`src/rtl/cpu_pkg.sv`:
```
// cpu_pkg: opcode/funct3 encodings and PHT counter type shared by the branch predictor and resolver
package cpu_pkg;
   localparam logic [6:0] OP_BRANCH = 7'b1100011;
   localparam logic [6:0] OP_JAL    = 7'b1101111;
   localparam logic [6:0] OP_JALR   = 7'b1100111;
   localparam logic [2:0] F3_BEQ    = 3'b000;
   localparam logic [2:0] F3_BNE    = 3'b001;
   localparam logic [2:0] F3_BLT    = 3'b100;
   localparam logic [2:0] F3_BGE    = 3'b101;
   localparam logic [2:0] F3_BLTU   = 3'b110;
   localparam logic [2:0] F3_BGEU   = 3'b111;
   typedef logic [1:0] pht_ctr_t;
   localparam pht_ctr_t PHT_INIT = 2'b01;
endpackage

```
`src/rtl/branch_pht.sv`:
```
// branch_pht: 2-bit saturating counter table, combinational read of the MSB, one training write port
module branch_pht
   import cpu_pkg::*;
#(
   parameter int IDX_W = 6
) (
   input  logic             clk,
   input  logic             rst,
   input  logic [IDX_W-1:0] rd_idx_i,
   output logic             rd_taken_o,
   input  logic             wr_en_i,
   input  logic [IDX_W-1:0] wr_idx_i,
   input  logic             wr_taken_i
);
   pht_ctr_t ctr_q [2**IDX_W];
   pht_ctr_t cur, upd_d;
   assign rd_taken_o = ctr_q[rd_idx_i][1];
   always_comb begin
      cur   = ctr_q[wr_idx_i];
      upd_d = wr_taken_i ? ((cur == 2'b11) ? cur : cur + 2'd1)
                         : ((cur == 2'b00) ? cur : cur - 2'd1);
   end
   always_ff @(posedge clk) begin
      if (rst) begin
         for (int i = 0; i < 2**IDX_W; i++) ctr_q[i] <= PHT_INIT;
      end else if (wr_en_i) begin
         ctr_q[wr_idx_i] <= upd_d;
      end
   end
endmodule

```
`src/rtl/branch_resolver.sv`:
```
// branch_resolver: EX-stage branch/jump resolution, registered redirect on mispredict, PHT training
module branch_resolver
   import cpu_pkg::*;
#(
   parameter int PHT_IDX_W = 6,
   parameter int XLEN      = 64,
   parameter int PC_W      = 32
) (
   input  logic            clk,
   input  logic            rst,
   input  logic            ex_valid,
   input  logic            ex_stall,
   input  logic [6:0]      ex_opcode,
   input  logic [2:0]      ex_funct3,
   input  logic [PC_W-1:0] ex_pc,
   input  logic [PC_W-1:0] ex_imm,
   input  logic [XLEN-1:0] ex_rs1_data,
   input  logic [XLEN-1:0] ex_rs2_data,
   input  logic            ex_pred_taken,
   input  logic [PC_W-1:0] lookup_pc,
   output logic            lookup_taken,
   output logic            redirect_valid,
   output logic [PC_W-1:0] redirect_pc,
   output logic [31:0]     br_count,
   output logic [31:0]     mispredict_count
);
   logic            is_br, is_jal, is_jalr, legal_f3, cond, taken;
   logic            resolve, mispredict, count_en, pht_wr;
   logic [PC_W-1:0] jalr_sum, target, fall_pc, redirect_pc_d, redirect_pc_q;
   logic            redirect_valid_q;
   logic [31:0]     br_count_q, br_count_d, mis_count_q, mis_count_d;
   always_comb begin
      is_br      = ex_opcode == OP_BRANCH;
      is_jal     = ex_opcode == OP_JAL;
      is_jalr    = ex_opcode == OP_JALR;
      legal_f3   = ex_funct3[2:1] != 2'b01;
      // funct3[0] inverts the base compare: BEQ/BNE, BLT/BGE, BLTU/BGEU
      cond       = (ex_funct3[2:1] == 2'b00) ? (ex_rs1_data == ex_rs2_data)
                 : (ex_funct3[2:1] == 2'b10) ? ($signed(ex_rs1_data) < $signed(ex_rs2_data))
                 : (ex_rs1_data < ex_rs2_data);
      taken      = is_br ? (cond ^ ex_funct3[0]) : 1'b1;
      jalr_sum   = ex_rs1_data[PC_W-1:0] + ex_imm;
      target     = is_jalr ? {jalr_sum[PC_W-1:1], 1'b0} : ex_pc + ex_imm;
      fall_pc    = ex_pc + 32'd4;
      // wrong-path instruction sitting in EX during the flush cycle is ignored
      resolve    = ex_valid && !ex_stall && !redirect_valid_q && (is_br || is_jal || is_jalr);
      count_en   = resolve && (!is_br || legal_f3);
      pht_wr     = resolve && is_br && legal_f3;
      mispredict = resolve && ((pht_wr && (taken != ex_pred_taken)) || (is_jal && !ex_pred_taken) || is_jalr);
      redirect_pc_d = mispredict ? (taken ? target : fall_pc) : redirect_pc_q;
      br_count_d    = br_count_q + {31'd0, count_en};
      mis_count_d   = mis_count_q + {31'd0, mispredict};
   end
   always_ff @(posedge clk) begin
      if (rst) begin
         redirect_valid_q <= 1'b0;
         redirect_pc_q    <= '0;
         br_count_q       <= '0;
         mis_count_q      <= '0;
      end else begin
         redirect_valid_q <= mispredict;
         redirect_pc_q    <= redirect_pc_d;
         br_count_q       <= br_count_d;
         mis_count_q      <= mis_count_d;
      end
   end
   branch_pht #(.IDX_W(PHT_IDX_W)) u_pht (
      .clk        (clk),
      .rst        (rst),
      .rd_idx_i   (lookup_pc[PHT_IDX_W+1:2]),
      .rd_taken_o (lookup_taken),
      .wr_en_i    (pht_wr),
      .wr_idx_i   (ex_pc[PHT_IDX_W+1:2]),
      .wr_taken_i (taken)
   );
   assign redirect_valid   = redirect_valid_q;
   assign redirect_pc      = redirect_pc_q;
   assign br_count         = br_count_q;
   assign mispredict_count = mis_count_q;
endmodule

```
`config.mk`:
```
export PLATFORM = sky130hd
export DESIGN_NAME = branch_resolver
export DESIGN_NICKNAME = d
export VERILOG_FILES = /design/src/rtl/cpu_pkg.sv /design/src/rtl/branch_pht.sv /design/src/rtl/branch_resolver.sv
export SDC_FILE = /design/constraint.sdc
export NUM_CORES = 1
export LEC_CHECK = 0
export ABC_AREA = 1
export CAP_MARGIN = 25
export CORE_MARGIN = 5
export CORE_UTILIZATION = 45
export CTS_CLUSTER_DIAMETER = 100
export DETAILED_ROUTE_END_ITERATION = 12
export PLACE_DENSITY = 0.72
export SYNTH_ARGS = -nofsm -noshare
export SYNTH_HDL_FRONTEND = slang
export SYNTH_SLANG_ARGS = --single-unit
```
`constraint.sdc`:
```
create_clock -name clk -period 5 [get_ports clk]
set_input_delay 1 -clock clk [delete_from_list [all_inputs] [get_ports clk]]
set_output_delay 1 -clock clk [all_outputs]
set_load 0.02 [all_outputs]
```
=== Word-level counts from Yosys, hierarchy flattened ===
Memories as Yosys holds them, arrays and structs flattened.
Index checks and enable logic that the tools add are counted.

* Add/subtract/negate cells: 7
* Order comparisons: 2
* Equal/unequal tests: 8
* Mux-type cells: 16
* Bitwise operators: 1
* Reductions and logical operators: 21

{| class="wikitable"
|+ Operators with widths
! operator !! number
|-
| $lt 64x64->1 || 2
|-
| $add 32x1->32 || 2
|-
| $add 32x32->32 || 2
|-
| $eq 64x64->1 || 1
|-
| $mux 32 || 2
|-
| $add 32x3->32 const B || 1
|-
| $eq 7x7->1 const B || 3
|-
| $logic_and 1x1->1 || 9
|-
| $mux 1 || 9
|-
| $mux 2 || 4
|-
| $mux 6 || 1
|-
| $logic_or 1x1->1 || 5
|-
| $eq 2x2->1 const B || 2
|-
| $logic_not 1->1 || 4
|-
| $logic_not 2->1 || 2
|-
| $add 2x1->2 const B || 1
|-
| $ne 2x1->1 const B || 1
|-
| $reduce_or 2->1 || 1
|-
| $sub 2x1->2 const B || 1
|-
| $ne 1x1->1 || 1
|-
| $xor 1x1->1 || 1
|}

* Register bits after elaboration: 97
* Bits in writable memories: 128
* Input bits: 239
* Output and inout bits: 98
* Word-level logic and storage cells: 60
* Memories kept: 1

{| class="wikitable"
|+ Memories
! name !! depth !! width !! rd ports !! clocked after memory_dff !! wr ports !! line !! text
|-
| u_pht.ctr_q || 64 || 2 || 2 || 0 || 64 || branch_pht.sv:15 || <nowiki>pht_ctr_t ctr_q [2**IDX_W];</nowiki>
|}

=== Logic depth before layout (Yosys ltp) ===
Gate-level depths: netlist of the first run.

* Word-level depth: 11
* Depth in mapped cells: 43
* Depth with buffers taken out: 42

=== Modules after synthesis ===
From an unflattened synthesis of the first run, not the netlist that was laid out.

* Cell total of the unflattened synthesis: 2756
* Area total of the unflattened synthesis: 18504.0 um^2

{| class="wikitable"
|+ By module, submodules not included
! module !! times used !! cells each !! area each (um^2) !! sequential area each (um^2)
|-
| branch_resolver || 1 || 1743 || 10889.2 || 1941.9
|-
| branch_pht || 1 || 1013 || 7614.8 || 3843.7
|}

=== Least setup slack after synthesis of the first run ===
No wires, ideal clock.

* Kind: input to register
* From: input ex_rs2_data[63]
* To: register mis_count_q[28] (netlist: mispredict_count[28])
* Library setup time: 0.115 ns
* Data arrival time: 5.253 ns
* Required time: 4.885 ns
* Slack: -0.367 ns
* Stages: 36
* Path buffers: 1
* Path through: inv_1 ha_1 nand2_1 inv_2 nand4_1 nor3b_2 and2_1 nand2_1 nand2_1 nand2_1 nand3_1 nand2_1 nand2_2 nand3_2 nand2_1 nand3_1 nand2_1 nand2_1 clkbuf_1 inv_1 ha_1 ha_1 nand3_1 nor2_1 nand4_1 nor3_2 nand2_1 nor4_2 nand4_1 nor2_1 nand2_1 nor2_1 nand3_2 nor2_1 a21oi_1 o21a_1

* Cells in the longest elaborated chain, start to end: 11
* Elaborated cells on any way between the ends: 13

{| class="wikitable"
|+ RTL lines
! item !! line !! text
|-
| from (decl) || branch_resolver.sv:18 || <nowiki>input logic [XLEN-1:0] ex_rs2_data,</nowiki>
|-
| $lt 64x64->1, on equally long branches || branch_resolver.sv:40, branch_resolver.sv:39 ||
|-
| $mux 1 || branch_resolver.sv:39 || <nowiki>: (ex_funct3[2:1] == 2'b10) ? ($signed(ex_rs1_data) < $signed(ex_rs2_data))</nowiki>
|-
| $mux 1 * || branch_resolver.sv:38 || <nowiki>cond = (ex_funct3[2:1] == 2'b00) ? (ex_rs1_data == ex_rs2_data)</nowiki>
|-
| $xor 1x1->1 * || branch_resolver.sv:41 || <nowiki>taken = is_br ? (cond ^ ex_funct3[0]) : 1'b1;</nowiki>
|-
| $mux 1 * || branch_resolver.sv:41 ||
|-
| $ne 1x1->1 * || branch_resolver.sv:49 || <nowiki>mispredict = resolve && ((pht_wr && (taken != ex_pred_taken)) || (is_jal && !ex_pred_taken) || is_jalr);</nowiki>
|-
| $logic_and 1x1->1 * || branch_resolver.sv:49 ||
|-
| $logic_or 1x1->1 * (2 in series) || branch_resolver.sv:49 ||
|-
| $logic_and 1x1->1 * || branch_resolver.sv:49 ||
|-
| net mispredict || branch_resolver.sv:28 || <nowiki>logic resolve, mispredict, count_en, pht_wr;</nowiki>
|-
| $add 32x1->32 * || branch_resolver.sv:52 || <nowiki>mis_count_d = mis_count_q + {31'd0, mispredict};</nowiki>
|-
| to (signal assigned) || branch_resolver.sv:64 || <nowiki>mis_count_q <= mis_count_d;</nowiki>
|-
| to (decl) || branch_resolver.sv:31 || <nowiki>logic [31:0] br_count_q, br_count_d, mis_count_q, mis_count_d;</nowiki>
|}

Mark *: on every way through the listed nets, which the timed path passes. The rest lies on a longest branch.
A chain may end at the register's enable or synchronous reset.

=== Worst setup path in the final report of the first run ===
* From: input ex_rs1_data[11]
* To: register mis_count_q[30] (netlist: mispredict_count[30])

* Cells in the longest elaborated chain, start to end: 11
* Elaborated cells on any way between the ends: 13

{| class="wikitable"
|+ RTL lines
! item !! line !! text
|-
| from (decl) || branch_resolver.sv:17 || <nowiki>input logic [XLEN-1:0] ex_rs1_data,</nowiki>
|-
| $lt 64x64->1, on equally long branches || branch_resolver.sv:40, branch_resolver.sv:39 ||
|-
| $mux 1 || branch_resolver.sv:39 ||
|-
| $mux 1 * || branch_resolver.sv:38 ||
|-
| $xor 1x1->1 * || branch_resolver.sv:41 ||
|-
| $mux 1 * || branch_resolver.sv:41 ||
|-
| $ne 1x1->1 * || branch_resolver.sv:49 ||
|-
| $logic_and 1x1->1 * || branch_resolver.sv:49 ||
|-
| $logic_or 1x1->1 * (2 in series) || branch_resolver.sv:49 ||
|-
| $logic_and 1x1->1 * || branch_resolver.sv:49 ||
|-
| net mispredict || branch_resolver.sv:28 ||
|-
| $add 32x1->32 * || branch_resolver.sv:52 ||
|}

Marks and branches as above.

==> results of run 1 <==
report_power, final:
part | switching (W) | internal [W] | total (W)
registers | 0.0000108 | 0.00197 | 0.00198
clock network | 0.000776 | 0.00124 | 0.00201
logic | 0.000795 | 0.000555 | 0.00135
flip-flops by register name, indices dropped and copies added (netlist names):
signal            flops
u_pht.ctr_q         128
br_count             32
mispredict_count     32
redirect_pc          32
redirect_valid        1
logic make-up after synthesis:
family                   synth area share
AO/OA/AOI/OAI                       0.162
XOR/XNOR                           0.0298
adder cells (fa/ha/maj)            0.0969
buffers and inverters              0.0963
flip-flops                          0.334
multiplexers                     0.000578
AND/OR/NAND/NOR                     0.281
cells in the final DEF, fill, tap and decap left out, drive strengths merged, types with 39 or more instances in the layout:
cell type / n
ha: 130
nor2: 365
edfxtp: 128
dlymetal6s2s: 119
dfxtp: 97
clkbuf: 39
nand3: 85
nand2: 565
nor3: 59
a21oi: 196
o21ai: 167
inv: 348
buf: 116
clkdlybuf4s50: 181
worst max-delay path: cells and delay by family:
family          cells  cell delay, ps
compound gates      1              40
buf+inv             2             220
fa+ha+maj           3             550
simple gates       31            3430
metal layers:
| layer | vias to the layer above | wire (um) | GRT usage |
|---|---|---|---|
| li1 | 9077 | - | - |
| met1 | 8553 | 25300 | 0.338 |
| met2 | 753 | 31600 | 0.499 |
| met3 | 145 | 4620 | 0.0477 |
| met4 | 4 | 2390 | 0.112 |
| met5 | - | 25 | 0 |
worst paths after layout:
check / startpoint / end / slack (ps) / cells after the start
worst max-delay path: ex_rs1_data[11] / mispredict_count[30] / 160 / 37
worst min-delay path: mispredict_count[31] / mispredict_count[31] / 470 / 2
worst max register to register: redirect_valid / br_count[30] / 1250 / 26
worst min register to register: mispredict_count[31] / mispredict_count[31] / 470 / 2
timing repair:
action,4_1_cts,5_1_grt
pin swaps,5,94
setup buffers,3,9
setup endpoints to repair,7,16
resized for setup,7,341
hold buffers,0,0
per-stage QoR:
| step | setup TNS (ps) | power, W | utilization |
|---|---|---|---|
| 3_3_place_gp | -7000 | 0.00322 | 0.573 |
| 2_1_floorplan | -854 | 0.00274 | - |
| 4_1_cts | 0 | 0.00525 | 0.599 |
| 6_report | 0 | 0.00534 | 0.633 |
| 3_5_place_dp | -8090 | 0.00324 | 0.573 |
| 5_1_grt | -721 | 0.00558 | 0.633 |
area by class of cell:
class	count	area [um^2]
flip-flops and latches	225	5790
well taps	511	639
diodes	4	10.0
repair buffers	425	4250
multi-input cells	1844	11000
fillers	3331	13900
clock inverters	16	225
inverters	351	1340
clock buffers	30	684
==> run metrics, run 1 <==
status=complete, no violations; slowest stage delay, CP=290 ps; Die Y=206 um; Setup crit end kind=flip-flop; gr usage total=0.281; Post-Layout Cell Count=3406; HPWL Detailed=48900 um; layout cells sized above 1=0.141; P per Cell Area=223 nW/um^2; top cells by area, synth=edfxtp_1, nand2_1, dfxtp_1; Synth area leader=edfxtp_1; Port Buffers=310; full die area=42500 um^2; area share of the largest cell type after synthesis=0.222; worst path arrival time=5290 ps; dpl cells=3344; DRC violations left=0; Avg Synthesized Cell Area=6.95 um^2; design area=24000 um^2; number of synthesized flops with an enable pin=128; vias per inst=5.44; clock latency at the later pin of the worst-skew pair=550 ps; syn nets=2862; Fin. Hold Viols=0; Setup WS pre-CTS=-901 ps; Final setup viols=0; Post-Route WL=63900 um; 1st-iter DRT viols=1560; Yosys Warn Count=0; grt total ovfl=0; CP dominant cell by count=nand2_2; sequential element share of the synthesized area=0.334; io pins=337; Hold Path Class=flip-flop to flip-flop; Syn-to-layout area delta=38.4%; crit share post-route=0.968; GP Congestion=0.970; crit-path max FO=6; top post-synthesis cells by count=nand2_1, nor2_1, inv_1; Sink Count=225; number of global-route vias before repair=18100; max-slew violations=0; CP Data Required Time=5450 ps; ANT nets after route=0; number of synthesized register bits=225; largest net degree at the start of global routing=83; global-route wire length before repair=95000 um; placed inst area=21700 um^2; fin crit period=4840 ps; Die Wd=206 um; Main synth FF type=edfxtp_1; Clock Tree Buf Depth=3; Max Fclk=207 MHz; most common cell in the netlist=nand2_1; Synth cell types=58; slowest CP cell=ha_4; htree depth=1; maxcap violations=0; root buffer cell=clkbuf_16; Worst-Margin Slew=944 ps; crit path kind=input port to flip-flop; Rel. slew slack=0.371; clk_skew=27.6 ps; Initial Util=0.458; Setup WS post-layout=159 ps; initial antenna violation count=6; hold_ws=471 ps; Synth Instances=2491; post-synth design cell area=17300 um^2; vias=18500; Clock Pin Slew Worst Setup and Hold Paths=60 ps; Worst setup SP type=input port; ys async rst share=0; VDD IR max=0.271 mV; Leak=10.4 nW; DR pass1 iterations=9; CTS tree=built; average routed wire per standard cell=18.8 um; core area=37800 um^2; FP Rows=71; Inserted Clock Buffers=25; nets=3243
(Power assumes the default switching activity.)
==> run 2: changes to the inputs <==
SLEW_MARGIN = 0   (was unset)
==> results of run 2 <==
No change in the layout: final DEF, timing and power equal those of run 1.
==> RTL change 1, RTL diff (config.mk and constraints of run 1) <==
`XLEN`: 64 -> 72.
--- a/src/rtl/branch_resolver.sv
+++ b/src/rtl/branch_resolver.sv
@@ -5,3 +5,3 @@
    parameter int PHT_IDX_W = 6,
-   parameter int XLEN      = 64,
+   parameter int XLEN      = 72,
    parameter int PC_W      = 32
Interface: changed (resized ex_rs1_data and ex_rs2_data); port bits go from 337 to 353. The function was not compared with the original's and may differ.
==> RTL change 1 against run 1 <==
- largest cell class unchanged
- setup slack worse by 220 ps
- cell count increased by 4.9%
- sequential cell count unchanged
- the flow now finishes with violations (negative setup slack)
- first-iteration DRC count increased by 3.6%
- routed wire length rose by 5.4%
- power fell by 2.5%
- synthesized area up 2.8%
- cell area increased by 2.6%
- worst hold slack better by 6.2 ps
==> RTL change 1: results (changes against run 1) <==
| Metric | Value |
|---|---|
| Status | complete, but fails checks |
| Failing checks | negative setup slack |
| Gr usage total | 28.77% (+0.65 points) |
| Leak Pwr | 10.54 nW (+1.2%) |
| Metal3 WL | 5220 um (+13%) |
| Antenna diodes | 1 (-3) |
| Metal-1 WL | 25,840 um (+2.3%) |
| Placed inst area | 0.02250 mm2 (+3.7%) |
| Die footprint | 0.04367 mm2 (+2.7%) |
| Initial drt markers | 1,616 (+3.6%) |
| Detailed Route WL | 67,360 um (+5.4%) |
| PD cells | 211.9 mW/mm2 (-4.9%) |
| Sequential fraction of the synthesis area | 32.48% (-0.92 points) |
| Non-clk buf share | 17.76% (about the same) |
| Detailed Place HPWL | 50,690 um (+3.7%) |
| Gpl congestion | 0.9462 (-2.5%) |
| Buffers on Ports | 326 (+5.2%) |
| Num CTS Buffers | 26 (+4.0%) |
| Fraction of area in multi-input gates | 46.81% (+0.81 points) |
| Layout Cells excl Fill | 3,572 (+4.9%) |
| Setup ws final | -63.71 ps (-222.8 ps) |
| Peak VDD IR | 0.2040 mV (-25%) |
| Initial antenna violation count | 0 (-6) |
| Clock Network Area Fraction | 3.299% (-0.50 points) |
| Switching part of the total | 31.18% (+1.6 points) |
| #MultiIn Comb | 1,920 (+4.1%) |
| Slew @ Worst Pin | 840.5 ps (-103.4 ps) |
| Synth unique cells | 57 (-1.7%) |
| Global routing met3 resource utilization | 5.579% (+0.81 points) |
| Pin count of the biggest net entering global routing | 72 (-13%) |
| Post-DR vias/cell | 5.478 (+0.68%) |
| Fill cell count | 3,433 (+3.1%) |
| Routed wl met2 | 32,580 um (+3.1%) |
| Router iterations before antenna repair | 5 (-4) |
| Post-synthesis mux area share | 0% (-0.058 points) |
| Finish-stage setup viols | 1 (+1) |
| Worst Skew | 26.28 ps (-1.313 ps) |
==> RTL change 1: changes by cell type after synthesis, moves of 11 or more <==
cell,run 1,this run
nand3_1,79,94
inv_1,339,371
nor4_1,22,11
nand4_1,34,47
nor2_1,357,375
nand2_1,564,617
==> RTL change 1: worst max-delay path, delay by kind of cell <==
| kind | cells | cell delay (ps) |
|---|---|---|
| buf+inv | 14 | 1720 |
| simple gates | 21 | 2150 |
| compound gates | 1 | 60 |
| fa+ha+maj | 3 | 540 |
==> RTL change 1: timing repair <==
item,in CTS,in global routing
setup buffers,24,9
gates cloned,0,0
endpoints found under the hold margin,0,0
pin swaps,85,141
setup endpoints to repair,8,14
resized for setup,170,363
hold buffers,0,0
==> RTL change 1: worst paths after layout <==
path         slack, ps            startpoint  cells after the start                    to
max                -60       ex_rs1_data[69]                     39  mispredict_count[10]
max reg2reg       1350        redirect_valid                     26  mispredict_count[10]
min reg2reg        480  mispredict_count[31]                      2  mispredict_count[31]
min                480  mispredict_count[31]                      2  mispredict_count[31]
==> RTL change 2, RTL diff (config.mk and constraints of run 1) <==
Without the edit above. Reset style: asynchronous (`rst`), changed in 2 clocked blocks.
--- a/src/rtl/branch_pht.sv
+++ b/src/rtl/branch_pht.sv
@@ -22,3 +22,3 @@
    end
-   always_ff @(posedge clk) begin
+   always_ff @(posedge clk or posedge rst) begin
       if (rst) begin
--- a/src/rtl/branch_resolver.sv
+++ b/src/rtl/branch_resolver.sv
@@ -53,3 +53,3 @@
    end
-   always_ff @(posedge clk) begin
+   always_ff @(posedge clk or posedge rst) begin
       if (rst) begin
Check against the original RTL: differs if rst is asserted again (counterexample within 4 cycles, from zero or initial values and one cycle with rst high); with rst held inactive, the same outputs for 4 cycles.
==> RTL change 2 against run 1 <==
- synthesized cell count is 2.5% lower
- critical path depth is 2 lower
- setup slack better by 81 ps
- sequential cell count stayed put
- clock skew is 3.1 ps lower
- global-route usage is 0.32 points lower
- routed wire length is 1.5% lower
- power is 7.8% lower
- synthesized area is 1.9% lower
- cell area is 1.9% lower
- non-clock buffer count is 7 lower
- critical endpoint is now mispredict_count[30]
- largest power group unchanged
==> RTL change 2: results (changes against run 1) <==
| Metric | Value |
|---|---|
| Post-CTS Setup Inserts | 2 (-1) |
| Routed wl met2 | 30,960 um (-2.0%) |
| Placed insts | 3,286 (-1.7%) |
| P_seq | 1.83 mW (-8%) |
| Fill cell count | 3,319 (-0.36%) |
| Clock network power | 1.91 mW (-5%) |
| Detailed Place HPWL | 46,710 um (-4.4%) |
| Status | finished clean |
| Hold_sp | br_count[31] |
| Switching part of the total | 30.61% (+1.0 points) |
| WL per Instance | 18.81 um (+0.26%) |
| Flop2flop setup slack | 1350 ps (+100 ps) |
| Synth unique cells | 46 (-21%) |
| CP startpoint | ex_rs1_data[49] |
| Initial antenna violation count | 1 (-5) |
| Synth Flop Type | dfrtp_1 |
| Share of cells above drive strength 1 | 15.02% (+0.94 points) |
| Min-Delay Path Depth | 1 (-1) |
| Syn avg cell area | 6.998 um2 (+0.63%) |
| Fin nets | 3,187 (-1.7%) |
| Fin Hold WS | 465.7 ps (-4.974 ps) |
| Place WS | -865.1 ps (+35.80 ps) |
| Slowest stage delay, CP | 510 ps (+220 ps) |
| Gr usage total | 27.81% (-0.32 points) |
| Sequential fraction of the synthesis area | 33.60% (+0.20 points) |
| Synth cell count leaders | 529 x nand2_1, 408 x nor2_1, 264 x a21oi_1 |
| Pin count of the biggest net entering global routing | 167 (+100%) |
| Resize count post-CTS | 8 (+1) |
| Syn nets | 2,800 (-2.2%) |
RTL change 2: cell types whose count changed in the layout (fill, tap and decap cells not counted), sizes merged, moves of 13 or more:
cell / run 1 / this run
nand3: 85 / 105
dfrtp: 0 / 161
xor2: 33 / 67
dfxtp: 97 / 0
dlymetal6s2s: 119 / 104
inv: 348 / 231
clkdlybuf4s50: 181 / 205
o22ai: 7 / 20
dfstp: 0 / 64
nor2: 365 / 411
a21oi: 196 / 265
nand2: 565 / 529
edfxtp: 128 / 0
nor3: 59 / 36
RTL change 2: layout make-up:
| class | instances | area [um2] | area share [%] |
|---|---|---|---|
| tap | 511 | 639.4 | 2.721 |
| clock buffer | 40 | 794.5 | 3.381 |
| multi-input combinational | 1912 | 11220 | 47.76 |
| clock inverter | 9 | 60.06 | 0.2556 |
| sequential | 225 | 5710 | 24.30 |
| inverter | 232 | 892.1 | 3.796 |
| timing repair buffer | 418 | 4182 | 17.79 |
RTL change 2: cell families after synthesis:
family | count (synthesis) | share of synthesized area [%]
buffers and inverters | 292 | 6.559
AO/OA/AOI/OAI | 523 | 16.85
flip-flops | 225 | 33.60
adder cells (fa/ha/maj) | 132 | 9.805
XOR/XNOR | 99 | 5.101
AND/OR/NAND/NOR | 1158 | 28.09
RTL change 2: worst register-to-register path: stages (launching register included):
cell	delay [ps]
dfrtp_1	390
nor3_1	360
inv_1	130
a31oi_4	250
o21a_1	170
ha_1	170
ha_1	190
nand3_1	120
inv_1	70
nand3_1	90
inv_1	80
nand4_1	70
nor2_1	120
nand4_1	110
nor2_1	170
nand3_1	160
nor3_1	290
nand3_1	170
nor2_1	120
nand2_1	90
nor2_1	130
xor2_1	150
